File: src/rtl/quad_step_generator_if.sv
// Peripheral register bus: 16-bit address, 8-bit data, chip select with
// separate write/read strobes and a registered read-data return.
interface quad_step_generator_if;
  logic [15:0] addr;
  logic        cs;
  logic        wr;
  logic        rd;
  logic [7:0]  data_in;
  logic [7:0]  data_out;

  modport master (
    output addr, cs, wr, rd, data_in,
    input  data_out
  );

  modport slave (
    input  addr, cs, wr, rd, data_in,
    output data_out
  );
endinterface

File: src/rtl/quad_step_generator.sv
// Bus-programmable quadrature step generator: emits TARGET Gray-coded A/B
// steps, forward or reverse, one every max(PERIOD,1) clocks.
module quad_step_generator (
  input  logic                 clk,
  input  logic                 rst_n,
  quad_step_generator_if.slave bus,
  output logic                 A,
  output logic                 B,
  output logic                 busy,
  output logic                 done
);

  typedef enum logic {
    ST_IDLE = 1'b0,
    ST_RUN  = 1'b1
  } state_e;

  state_e      state_q, state_d;
  logic [15:0] target_q, target_d;
  logic [15:0] period_q, period_d;
  logic [15:0] remaining_q, remaining_d;
  logic [15:0] pcnt_q, pcnt_d;
  logic [15:0] steps_q, steps_d;
  logic        dir_q, dir_d;
  logic        done_q, done_d;
  logic [1:0]  ab_q, ab_d;
  logic [7:0]  data_out_q, data_out_d;

  logic        wr_en, rd_en, ctrl_wr;
  logic        start_req, abort_req, clr_req;
  logic        start_move, start_empty;
  logic        step_ev, last_step;
  logic [15:0] period_eff;
  logic [7:0]  rd_mux;

  assign wr_en     = bus.cs & bus.wr;
  assign rd_en     = bus.cs & bus.rd;
  assign ctrl_wr   = wr_en && (bus.addr == 16'h0004);
  // ABORT dominates START when both arrive in the same CTRL write.
  assign abort_req = ctrl_wr & bus.data_in[2];
  assign start_req = ctrl_wr & bus.data_in[0] & ~bus.data_in[2];
  assign clr_req   = ctrl_wr & bus.data_in[3];

  assign period_eff  = (period_q == 16'd0) ? 16'd1 : period_q;
  assign start_move  = (state_q == ST_IDLE) && start_req && (target_q != 16'd0);
  assign start_empty = (state_q == ST_IDLE) && start_req && (target_q == 16'd0);
  assign step_ev     = (state_q == ST_RUN) && !abort_req &&
                       (pcnt_q == period_eff - 16'd1);
  assign last_step   = step_ev && (remaining_q == 16'd1);

  function automatic logic [1:0] next_phase(input logic [1:0] ab, input logic rev);
    logic [1:0] nxt;
    nxt = ab;
    case (ab)
      2'b00: nxt = rev ? 2'b10 : 2'b01;
      2'b01: nxt = rev ? 2'b00 : 2'b11;
      2'b11: nxt = rev ? 2'b01 : 2'b10;
      2'b10: nxt = rev ? 2'b11 : 2'b00;
      default: nxt = 2'b00;
    endcase
    return nxt;
  endfunction

  always_ff @(posedge clk or negedge rst_n) begin
    if (!rst_n) begin
      state_q <= ST_IDLE;
    end else begin
      state_q <= state_d;
    end
  end

  always_comb begin
    state_d = state_q;
    case (state_q)
      ST_IDLE: if (start_move) state_d = ST_RUN;
      ST_RUN:  if (abort_req || last_step) state_d = ST_IDLE;
      default: state_d = ST_IDLE;
    endcase
  end

  always_comb begin
    busy = (state_q == ST_RUN);
    A    = ab_q[1];
    B    = ab_q[0];
    done = done_q;
  end

  always_comb begin
    rd_mux = 8'h00;
    case (bus.addr)
      16'h0000: rd_mux = target_q[7:0];
      16'h0001: rd_mux = target_q[15:8];
      16'h0002: rd_mux = period_q[7:0];
      16'h0003: rd_mux = period_q[15:8];
      16'h0004: rd_mux = {5'b00000, dir_q, done_q, state_q == ST_RUN};
      16'h0005: rd_mux = steps_q[7:0];
      16'h0006: rd_mux = steps_q[15:8];
      default:  rd_mux = 8'h00;
    endcase
  end

  always_comb begin
    target_d    = target_q;
    period_d    = period_q;
    remaining_d = remaining_q;
    pcnt_d      = pcnt_q;
    steps_d     = steps_q;
    dir_d       = dir_q;
    done_d      = done_q;
    ab_d        = ab_q;
    data_out_d  = rd_en ? rd_mux : 8'h00;

    // Configuration is frozen for the duration of a move.
    if (wr_en && (state_q == ST_IDLE)) begin
      case (bus.addr)
        16'h0000: target_d[7:0]  = bus.data_in;
        16'h0001: target_d[15:8] = bus.data_in;
        16'h0002: period_d[7:0]  = bus.data_in;
        16'h0003: period_d[15:8] = bus.data_in;
        default: ;
      endcase
    end

    if (start_move) begin
      remaining_d = target_q;
      dir_d       = bus.data_in[1];
      pcnt_d      = 16'd0;
      steps_d     = 16'd0;
    end else if (start_empty) begin
      steps_d = 16'd0;
    end else if ((state_q == ST_RUN) && !abort_req) begin
      if (step_ev) begin
        ab_d        = next_phase(ab_q, dir_q);
        remaining_d = remaining_q - 16'd1;
        steps_d     = steps_q + 16'd1;
        pcnt_d      = 16'd0;
      end else begin
        pcnt_d = pcnt_q + 16'd1;
      end
    end

    // START's effect on done overrides a CLR_DONE in the same write.
    if (start_move) begin
      done_d = 1'b0;
    end else if (start_empty || last_step) begin
      done_d = 1'b1;
    end else if (clr_req) begin
      done_d = 1'b0;
    end
  end

  always_ff @(posedge clk or negedge rst_n) begin
    if (!rst_n) begin
      target_q    <= 16'd0;
      period_q    <= 16'd0;
      remaining_q <= 16'd0;
      pcnt_q      <= 16'd0;
      steps_q     <= 16'd0;
      dir_q       <= 1'b0;
      done_q      <= 1'b0;
      ab_q        <= 2'b00;
      data_out_q  <= 8'h00;
    end else begin
      target_q    <= target_d;
      period_q    <= period_d;
      remaining_q <= remaining_d;
      pcnt_q      <= pcnt_d;
      steps_q     <= steps_d;
      dir_q       <= dir_d;
      done_q      <= done_d;
      ab_q        <= ab_d;
      data_out_q  <= data_out_d;
    end
  end

  assign bus.data_out = data_out_q;

endmodule

File: src/flat_wrapper.sv
// flat-port wrapper written by rule: the top's interface ports become plain ports
module quad_step_generator_flat 
  (clk, rst_n, A, B, busy, done, bus_addr, bus_cs, bus_wr, bus_rd, bus_data_in, bus_data_out);
  quad_step_generator_if bus_i ();
  input  logic clk;
  input  logic rst_n;
  output logic A;
  output logic B;
  output logic busy;
  output logic done;
  input wire logic [$bits(bus_i.addr)-1:0] bus_addr;
  input wire logic [$bits(bus_i.cs)-1:0] bus_cs;
  input wire logic [$bits(bus_i.wr)-1:0] bus_wr;
  input wire logic [$bits(bus_i.rd)-1:0] bus_rd;
  input wire logic [$bits(bus_i.data_in)-1:0] bus_data_in;
  output wire logic [$bits(bus_i.data_out)-1:0] bus_data_out;
  assign bus_i.addr = bus_addr;
  assign bus_i.cs = bus_cs;
  assign bus_i.wr = bus_wr;
  assign bus_i.rd = bus_rd;
  assign bus_i.data_in = bus_data_in;
  assign bus_data_out = bus_i.data_out;
  quad_step_generator u_core (.clk(clk), .rst_n(rst_n), .bus(bus_i), .A(A), .B(B), .busy(busy), .done(done));
endmodule
File: config.mk
export PLATFORM = sky130hd
export DESIGN_NAME = quad_step_generator_flat
export DESIGN_NICKNAME = d
export VERILOG_FILES = /design/src/rtl/quad_step_generator_if.sv /design/src/rtl/quad_step_generator.sv /design/src/flat_wrapper.sv
export SDC_FILE = /design/constraint.sdc
export NUM_CORES = 1
export LEC_CHECK = 0
export CAP_MARGIN = 20
export CORE_UTILIZATION = 55
export DETAILED_ROUTE_END_ITERATION = 16
export DONT_BUFFER_PORTS = 1
export PLACE_DENSITY = 0.8
export SYNTH_ARGS = -nofsm -noshare
export SYNTH_HDL_FRONTEND = slang
export SYNTH_SLANG_ARGS = --single-unit
File: constraint.sdc
create_clock -name clk -period 9.15 [get_ports clk]
set_input_delay 1.3725 -clock clk [delete_from_list [all_inputs] [get_ports clk]]
set_output_delay 1.3725 -clock clk [all_outputs]
set_load 0.03 [all_outputs]
Yosys cells after proc, flatten, opt, wreduce, memory -nomap -nowiden
Cells that the tools add are included.
{"block": "op_classes", "add_sub_neg": 4, "n_reduce_logical": 29, "mux": 26, "n_shift": 0, "mul": 0, "n_lt_le_gt_ge": 0, "eq_ne": 12, "div": 0, "bitwise_logic": 10}
{"cell": "$mux W16", "n": 13}
{"cell": "$pmux W8 S7", "n": 1}
{"cell": "$eq A16 B3 Y1 const B", "n": 3}
{"cell": "$logic_not A16 Y1", "n": 3}
{"cell": "$add A16 B1 Y16 const B", "n": 2}
{"cell": "$eq A16 B1 Y1 const B", "n": 2}
{"cell": "$eq A16 B2 Y1 const B", "n": 2}
{"cell": "$sub A16 B1 Y16 const B", "n": 2}
{"cell": "$eq A16 B16 Y1", "n": 1}
{"cell": "$reduce_bool A16 Y1", "n": 1}
{"cell": "$reduce_and A2 Y1", "n": 6}
{"cell": "$reduce_bool A3 Y1", "n": 3}
{"cell": "$logic_and A1 B1 Y1", "n": 8}
{"cell": "$mux W2", "n": 4}
{"cell": "$mux W8", "n": 1}
{"cell": "$pmux W2 S4", "n": 1}
{"cell": "$and A1 B1 Y1", "n": 6}
{"cell": "$mux W1", "n": 5}
{"cell": "$eq A2 B2 Y1 const B", "n": 2}
{"cell": "$not A1 Y1", "n": 4}
{"cell": "$reduce_and A4 Y1", "n": 1}
{"cell": "$reduce_bool A2 Y1", "n": 2}
{"cell": "$reduce_and A3 Y1", "n": 1}
{"cell": "$eq A2 B1 Y1 const B", "n": 1}
{"cell": "other kinds (5)", "n": 6}
{"block": "totals", "romBits": 0, "ramBits": 0, "out_inout_bits": 12, "latch_bits": 0, "memories": 0, "reg_bits": 93, "word_cells": 93}

Logic depth before layout (Yosys ltp)
Gate-level depths: netlist (run 1).
{"block": "logic_depth", "word_depth": 10, "mapped_depth": 16, "depth_no_buf": 12}

Worst setup path before layout (run 1)
OpenSTA, ideal clock, no wires.
{"block": "synth_path", "path_type": "reg2reg", "start": "register u_core.period_q[4]", "end": "register u_core.state_q, in the netlist u_core.busy", "arrival_time_ns": 3.804, "required_time_ns": 9.024, "slack_ns": 5.220, "stages_incl_launch_ff": 16, "n_path_buf": 3, "cell_sequence": "dfrtp_1 -> buf_2 -> or4_1 -> buf_2 -> nor3_2 -> a21oi_1 -> ha_1 -> or3b_1 -> or4_1 -> a211oi_1 -> and4_1 -> nand4_1 -> or3_1 -> buf_2 -> or4_1 -> nor2b_1"}
{"block": "synth_via", "elab_chain_cells": 9}
{"element": "start: declaration", "line": "quad_step_generator.sv:20", "text": "logic [15:0] period_q, period_d;"}
{"element": "start signal: assignment", "line": "quad_step_generator.sv:165", "text": "period_q <= period_d;"}
{"element": "$logic_not A16 Y1", "line": "quad_step_generator.sv:44", "text": "assign period_eff = (period_q == 16'd0) ? 16'd1 : period_q;"}
{"element": "$mux W16 *", "line": "quad_step_generator.sv:44"}
{"element": "$sub A16 B1 Y16 *", "line": "quad_step_generator.sv:48", "text": "(pcnt_q == period_eff - 16'd1);"}
{"element": "$eq A16 B16 Y1 *", "line": "quad_step_generator.sv:48"}
{"element": "$logic_and A1 B1 Y1 *", "line": "quad_step_generator.sv:47", "text": "assign step_ev = (state_q == ST_RUN) && !abort_req &&"}
{"element": "$logic_and A1 B1 Y1 *", "line": "quad_step_generator.sv:49", "text": "assign last_step = step_ev && (remaining_q == 16'd1);"}
{"element": "$logic_or A1 B1 Y1 *", "line": "quad_step_generator.sv:76", "text": "ST_RUN: if (abort_req || last_step) state_d = ST_IDLE;"}
{"element": "$mux W1 *", "line": "quad_step_generator.sv:76"}
{"element": "$pmux W1 S2 *", "line": "quad_step_generator.sv:74", "text": "case (state_q)"}
{"element": "via u_core.state_d", "line": "quad_step_generator.sv:18", "text": "state_e state_q, state_d;"}
{"element": "end signal: assignment", "line": "quad_step_generator.sv:68", "text": "state_q <= state_d;"}
{"element": "end: declaration", "line": "quad_step_generator.sv:18"}
The timed path passes the listed nets; every way through them passes the cells marked *.
A chain may end at the register's enable or synchronous reset.

Final worst setup path (run 1)
{"block": "layout_path", "start": "register u_core.period_q[6]", "end": "register u_core.state_q, in the netlist u_core.busy"}
The elaborated chain is that of the path after synthesis.

==> impl_metrics.env, run 1 <==
export IMPL_peakVddDrop_mv=0.0628
export IMPL_layout_commonest_cell="dfrtp_1"
export IMPL_ys_ff_latch=93
export IMPL_cts_max_level=3
export IMPL_fin_ws_ns=4.57
export IMPL_synthArstFlopShare=1.00
export IMPL_coreArea_um2=9770
export IMPL_cts_path_max_buffers=2
export IMPL_final_net_count=599
export IMPL_grt_use_total=0.288
export IMPL_grt_pass1_wl_mm=23.0
export IMPL_cts_buffers=9
export IMPL_timing_rr_end="u_core.busy"
export IMPL_hold_class="reg -> reg"
export IMPL_diodes=0
export IMPL_fin_area_um2=5770
export IMPL_end_kind="register"
export IMPL_ctsResizeCount=0
export IMPL_netlist_cell_type_count=57
export IMPL_finalWirelength_mm=14.1
export IMPL_clk_latency_ns=0.38
export IMPL_antenna_found_initial=0
export IMPL_grt_max_degree=94
export IMPL_cp_num_buf_inv=1
export IMPL_holdPathEnd="u_core.remaining_q[12]"
export IMPL_grt_pass1_vias=4465
export IMPL_synth_compound_area_frac=0.151
export IMPL_syn_inst=590
export IMPL_vias_per_cell=6.71
export IMPL_grt_use_met2=0.458
export IMPL_r2r_start="u_core.period_q[6]"
export IMPL_path_cells="or4_1 > nor3_2 > a21oi_1 > ha_1 > or4b_1 > nor3_1 > mux2_2 > nand3_1 > o211ai_1 > or3_1 > buf_4 > or4_1 > nor2b_1"
export IMPL_area_growth_pct=4.48
export IMPL_netlist_area_um2=5520
export IMPL_post_dp_cell_area_um2=5570
export IMPL_die_w_um=102
export IMPL_post_place_ws_ns=4.68
export IMPL_synth_seq_area_share=0.421
export IMPL_yosysWarnings=0
export IMPL_final_cell_mix="dfrtp_1 (93), nand2_1 (53), nor2_1 (45), mux2_2 (31), a21oi_1 (27)"
export IMPL_setup_viol=0
export IMPL_synthSimpleGateAreaFrac=0.241
export IMPL_pin_count=41
export IMPL_drive_gt1_frac=0.123
export IMPL_cts_hold_buf=0
export IMPL_synthAdderAreaFrac=0.0113
export IMPL_path_max_fanout=57
export IMPL_drt_iter0_drc=314
export IMPL_grt_met3_usage=0.0650
export IMPL_placed_cells=687
export IMPL_p_leak_uw=0.00246
export IMPL_fmax_ghz=0.218
export IMPL_numClockSinks=93
export IMPL_critical_path_slowest_cell="or4_1"
export IMPL_synth_top_family_by_area="simple AND/OR/NAND/NOR gates"
export IMPL_root_buffer="clkbuf_8"
export IMPL_routedWlPerCell_um=20.0
export IMPL_crit_type="reg -> reg"
export IMPL_path_clk_slew_ns=0.10
export IMPL_synthXorXnorAreaFrac=0.0444
export IMPL_avgSynthCellArea_um2=9.36
export IMPL_r2r_slack_ns=4.57
export IMPL_setup_tns_ns=0
export IMPL_cts_tree="done"
export IMPL_maxSlewViolCount=0
export IMPL_gp_congestion=0.962
export IMPL_use_met1=0.382
export IMPL_post_cts_setup_buffer_count=0
export IMPL_period_share=0.500
export IMPL_top_usage_layer="met2"
export IMPL_cpMostUsedCell="or4_1"
export IMPL_synth_mux_area_frac=0.0958
export IMPL_cpLargestDelayFamily="simple AND/OR/NAND/NOR gates"
export IMPL_synth_ff_type="dfrtp_1"
export IMPL_start_util=0.565
export IMPL_syn_num_nets=624
export IMPL_run_status="completed"
export IMPL_dieArea_um2=10400
export IMPL_vias=4714
export IMPL_ant_nets=0
export IMPL_skew_ns=0.0131
export IMPL_dr_pass1_iters=7
export IMPL_die_y_um=102
export IMPL_maxCapViolCount=0
export IMPL_drc=0
export IMPL_fin_cells=703
export IMPL_synth_edf_count=0
export IMPL_arrival_ns=4.84
export IMPL_finalHoldViolCount=0
export IMPL_worst_pin_slew_ns=0.977
export IMPL_r2r_cells=13
export IMPL_cp_required_ns=9.41
export IMPL_hold_path_startpoint="u_core.target_q[12]"
export IMPL_grt_overflow=0
export IMPL_finalCriticalPeriod_ns=4.58
export IMPL_rows=36
export IMPL_cpPeakStageDelay_ns=0.75
export IMPL_min_path_cells=2
export IMPL_dp_hpwl_mm=10.1
export IMPL_power_uw=713
export IMPL_relSlewSlack=0.347
export IMPL_rsz0062_at_grt="no"
export IMPL_powerDensity_nw_per_um2=124
export IMPL_io_buffers=0
export IMPL_start_kind="register"
-- cell type report --
cell class                      instances  area, um2
Fill cell                             828       4000
Tap cell                              133        166
Sequential cell                        93       2330
Timing Repair Buffer                    3       22.5
Clock buffer                           10        138
Clock inverter                          6       68.8
Inverter                               11       41.3
Multi-Input combinational cell        447       3010
-- worst min-delay path, stage by stage, from the launching register on --
cell and delay (ns):
dfrtp_1 0.41, nand2_1 0.06, nand2_1 0.06
-- stage by stage --
| step | hold slack (ns) | util |
|---|---|---|
| 2_1_floorplan | 0.481 | - |
| 3_3_place_gp | 0.535 | 0.569 |
| 3_5_place_dp | 0.546 | 0.569 |
| 4_1_cts | 0.566 | 0.591 |
| 5_1_grt | 0.594 | 0.591 |
| 6_report | 0.564 | 0.591 |
-- routing by layer --
| layer | part of all wire | routed length, um | vias up |
|---|---|---|---|
| li1 | - | - | 2157 |
| met1 | 0.43 | 6120 | 2313 |
| met2 | 0.47 | 6610 | 211 |
| met3 | 0.069 | 968 | 33 |
| met4 | 0.028 | 391 | 0 |
| met5 | 0 | 0 | - |
-- synthesized netlist by cell type, types with 11 or more instances --
library cell	instances	share of area
dfrtp_1	93	0.42
nand2_1	53	0.036
nor2_1	45	0.031
clkbuf_1	33	0.022
mux2_2	31	0.063
a21oi_1	27	0.024
nand3_1	26	0.024
or4_1	24	0.033
o31ai_1	22	0.030
or3_1	22	0.025
xnor2_1	19	0.030
nor4_1	13	0.015
a31oi_1	12	0.014
o21ai_1	12	0.011
inv_1	11	0.0075
nor3_1	11	0.010
or2_2	11	0.012
-- report_power, final --
| group | switching (uW) | internal [uW] | total, uW | leakage [uW] |
|---|---|---|---|---|
| logic | 2.93 | 3.08 | 6.02 | 0.00107 |
| registers | 0.0491 | 411 | 411 | 0.00128 |
| clock network | 159 | 137 | 296 | 0.000109 |
| total | 162 | 551 | 713 | 0.00246 |
-- sequential cells by signal, summed over array words and instances, names as in the netlist, 2 cells and up --
signal               count
u_core.target_q         16
u_core.steps_q          16
u_core.ab_q              2
u_core.pcnt_q           16
u_core.period_q         16
u_core.bus.data_out      8
u_core.remaining_q      16
-- worst max-delay path by stage --
stage                          to                from  slack [ns]  cells after the start
3_5_place_dp          u_core.busy  u_core.period_q[4]        4.68                     13
2_1_floorplan         u_core.busy  u_core.period_q[4]        5.22                     15
6_report              u_core.busy  u_core.period_q[6]        4.57                     13
3_3_place_gp          u_core.busy  u_core.period_q[2]        4.73                     13
4_1_cts               u_core.busy  u_core.period_q[2]        4.64                     13
5_1_grt        u_core.steps_q[14]  u_core.period_q[2]        4.25                     13
-- logic make-up (layout without fill, tap and decap cells) --
group,count (synthesis),after routing
simple gates,248,248
compound gates,121,121
flops,93,93
buf+inv,50,30
mux,45,45
xor+xnor,28,28
fa+ha+maj,5,5
(Power assumes the default switching activity.)
==> inputs of run 2 (changes only) <==
PLACE_DENSITY = 0.83   (was 0.8)
clock period = 4.1 ns   (was 9.15 ns; I/O delays follow)
==> run 2 against run 1 <==
Cell area up 3.9%. Register-to-register slack worse by 4.4 ns. Worst hold slack worse by 0.44 ns. Sequential power up 120%. Wire length up 5.1%. Clock skew up 0.0052 ns. Global-route usage up 0.85 points. Utilization up 2.3 points.
==> impl_metrics.env, run 2 (synthesized netlist as in run 1, its figures left out) <==
export IMPL_run_status="completed"
export IMPL_vias=4938
export IMPL_grt_overflow=0
export IMPL_coreArea_um2=9770
export IMPL_pwr_share_clk=0.389
export IMPL_worst_pin_slew_ns=0.930
export IMPL_power_uw=1560
export IMPL_p_sw_uw=392
export IMPL_path_max_fanout=18
export IMPL_fin_area_um2=6000
export IMPL_die_w_um=102
export IMPL_finalHoldViolCount=0
export IMPL_crit_type="reg -> reg"
export IMPL_fmax_ghz=0.254
export IMPL_relSlewSlack=0.379
export IMPL_n_fill_cell=794
export IMPL_seqPwrFrac=0.589
export IMPL_post_cts_setup_buffer_count=0
export IMPL_grt_use_total=0.296
export IMPL_drt_iter0_drc=371
export IMPL_antenna_found_initial=0
export IMPL_skew_ns=0.0182
export IMPL_grt_max_degree=94
export IMPL_rows=36
export IMPL_intPower_uw=1160
export IMPL_cp_required_ns=4.40
export IMPL_pin_count=41
export IMPL_r2r_cells=13
export IMPL_path_cells="or4_1 > nor3_2 > a21oi_2 > ha_1 > or4b_1 > nor3_1 > xnor2_1 > and4_1 > nand4_1 > or3_4 > buf_4 > or4_1 > a31oi_1"
export IMPL_placed_cells=711
export IMPL_final_cell_mix="dfrtp_1 (93), nand2_1 (53), nor2_1 (45), mux2_2 (31)"
export IMPL_numClockSinks=93
export IMPL_critical_path_slowest_cell="or4_1"
export IMPL_cts_max_level=3
export IMPL_swShare=0.252
export IMPL_ant_nets=0
export IMPL_post_place_ws_ns=0.0763
export IMPL_cpPeakStageDelay_ns=0.60
export IMPL_finalWirelength_mm=14.8
export IMPL_area_growth_pct=8.54
export IMPL_cts_path_max_buffers=2
export IMPL_timing_rr_end="u_core.remaining_q[15]"
export IMPL_dr_pass1_iters=5
export IMPL_period_share=0.959
export IMPL_io_buffers=0
export IMPL_p_leak_uw=0.00259
export IMPL_r2r_start="u_core.period_q[3]"
export IMPL_setup_viol=0
export IMPL_gp_congestion=1.01
export IMPL_cpMostUsedCell="or4_1"
export IMPL_start_util=0.565
export IMPL_fin_ws_ns=0.166
export IMPL_cpLargestDelayFamily="simple AND/OR/NAND/NOR gates"
export IMPL_drc=0
export IMPL_fin_cells=728
export IMPL_die_y_um=102
export IMPL_path_clk_slew_ns=0.11
export IMPL_powerDensity_nw_per_um2=260
export IMPL_peakVddDrop_mv=0.139
export IMPL_routedWlPerCell_um=20.3
export IMPL_grt_pass1_vias=4605
export IMPL_hold_class="in -> async"
export IMPL_arrival_ns=4.23
export IMPL_grt_pass1_wl_mm=23.3
export IMPL_maxSlewViolCount=0
export IMPL_diodes=0
export IMPL_r2r_slack_ns=0.17
export IMPL_cp_num_buf_inv=1
export IMPL_dieArea_um2=10400
export IMPL_cts_buffers=9
export IMPL_maxCapViolCount=0
export IMPL_vias_per_cell=6.78
export IMPL_final_core_util=0.613
export IMPL_root_buffer="clkbuf_8"
export IMPL_clk_latency_ns=0.38
export IMPL_end_kind="register"
export IMPL_dp_hpwl_mm=10.6
export IMPL_layout_commonest_cell="dfrtp_1"
export IMPL_final_net_count=624
export IMPL_drive_gt1_frac=0.166
export IMPL_post_dp_cell_area_um2=5760
export IMPL_start_kind="register"
export IMPL_cts_tree="done"
export IMPL_finalCriticalPeriod_ns=3.93
export IMPL_pwr_share_comb=0.021
[run 2: changes by cell type in the layout (fill, tap and decap cells not counted), sizes merged]
| cell | before | now |
|---|---|---|
| buf | 3 | 28 |
| bufinv | 1 | 0 |
| clkbuf | 10 | 9 |
| clkinv | 2 | 0 |
| clkinvlp | 0 | 2 |
| inv | 14 | 16 |
[run 2: per-layer routing]
layer / GRT usage / vias to the layer above / part of all wire
li1: - / 2213 / -
met1: 0.392 / 2429 / 0.41
met2: 0.459 / 236 / 0.47
met3: 0.0636 / 60 / 0.076
met4: 0.153 / 0 / 0.042
met5: 0 / - / 0
[run 2: final cells by class]
cell class	instances	area, um2	share of cell area
repair buffers	28	246	0.0411
clock inverters	7	66.3	0.0111
multi-input cells	447	3020	0.504
clock buffers	9	124	0.0207
inverters	11	41.3	0.00689
flip-flops and latches	93	2330	0.388
well taps	133	166	0.0278
[run 2: repair_timing]
item	CTS	global route
hold endpoints to repair	93	0
hold buffers	1	0
endpoints found under the setup margin	0	27
gates resized for setup	0	5
[run 2: how the worst max path moves through the flow]
stage,from,end,slack (ns),cells after the start
floorplan,u_core.period_q[4],u_core.busy,0.17,15
global placement,u_core.period_q[2],u_core.steps_q[10],0.25,13
detailed placement,u_core.period_q[7],u_core.remaining_q[7],0.08,13
CTS,u_core.period_q[7],u_core.remaining_q[15],0.03,13
global route,u_core.period_q[14],u_core.remaining_q[8],-0.0009,13
finish,u_core.period_q[3],u_core.remaining_q[15],0.17,13
[run 2: metrics by stage]
step	hold WS [ns]	setup TNS, ns
after floorplan	0.319	0
after global placement	0.321	0
after detailed placement	0.320	0
after CTS	0.156	0
after global routing	0.146	-0.000894
final	0.127	0
[run 2: power by group through the flow]
stage	Combinational (uW)	Clock, uW	Sequential, uW
6_report	33.3	606	917
5_1_grt	38.3	656	917
4_1_cts	34.5	611	917
3_5_place_dp	13.3	0	935
3_3_place_gp	13.0	0	935
2_1_floorplan	16.5	0	935
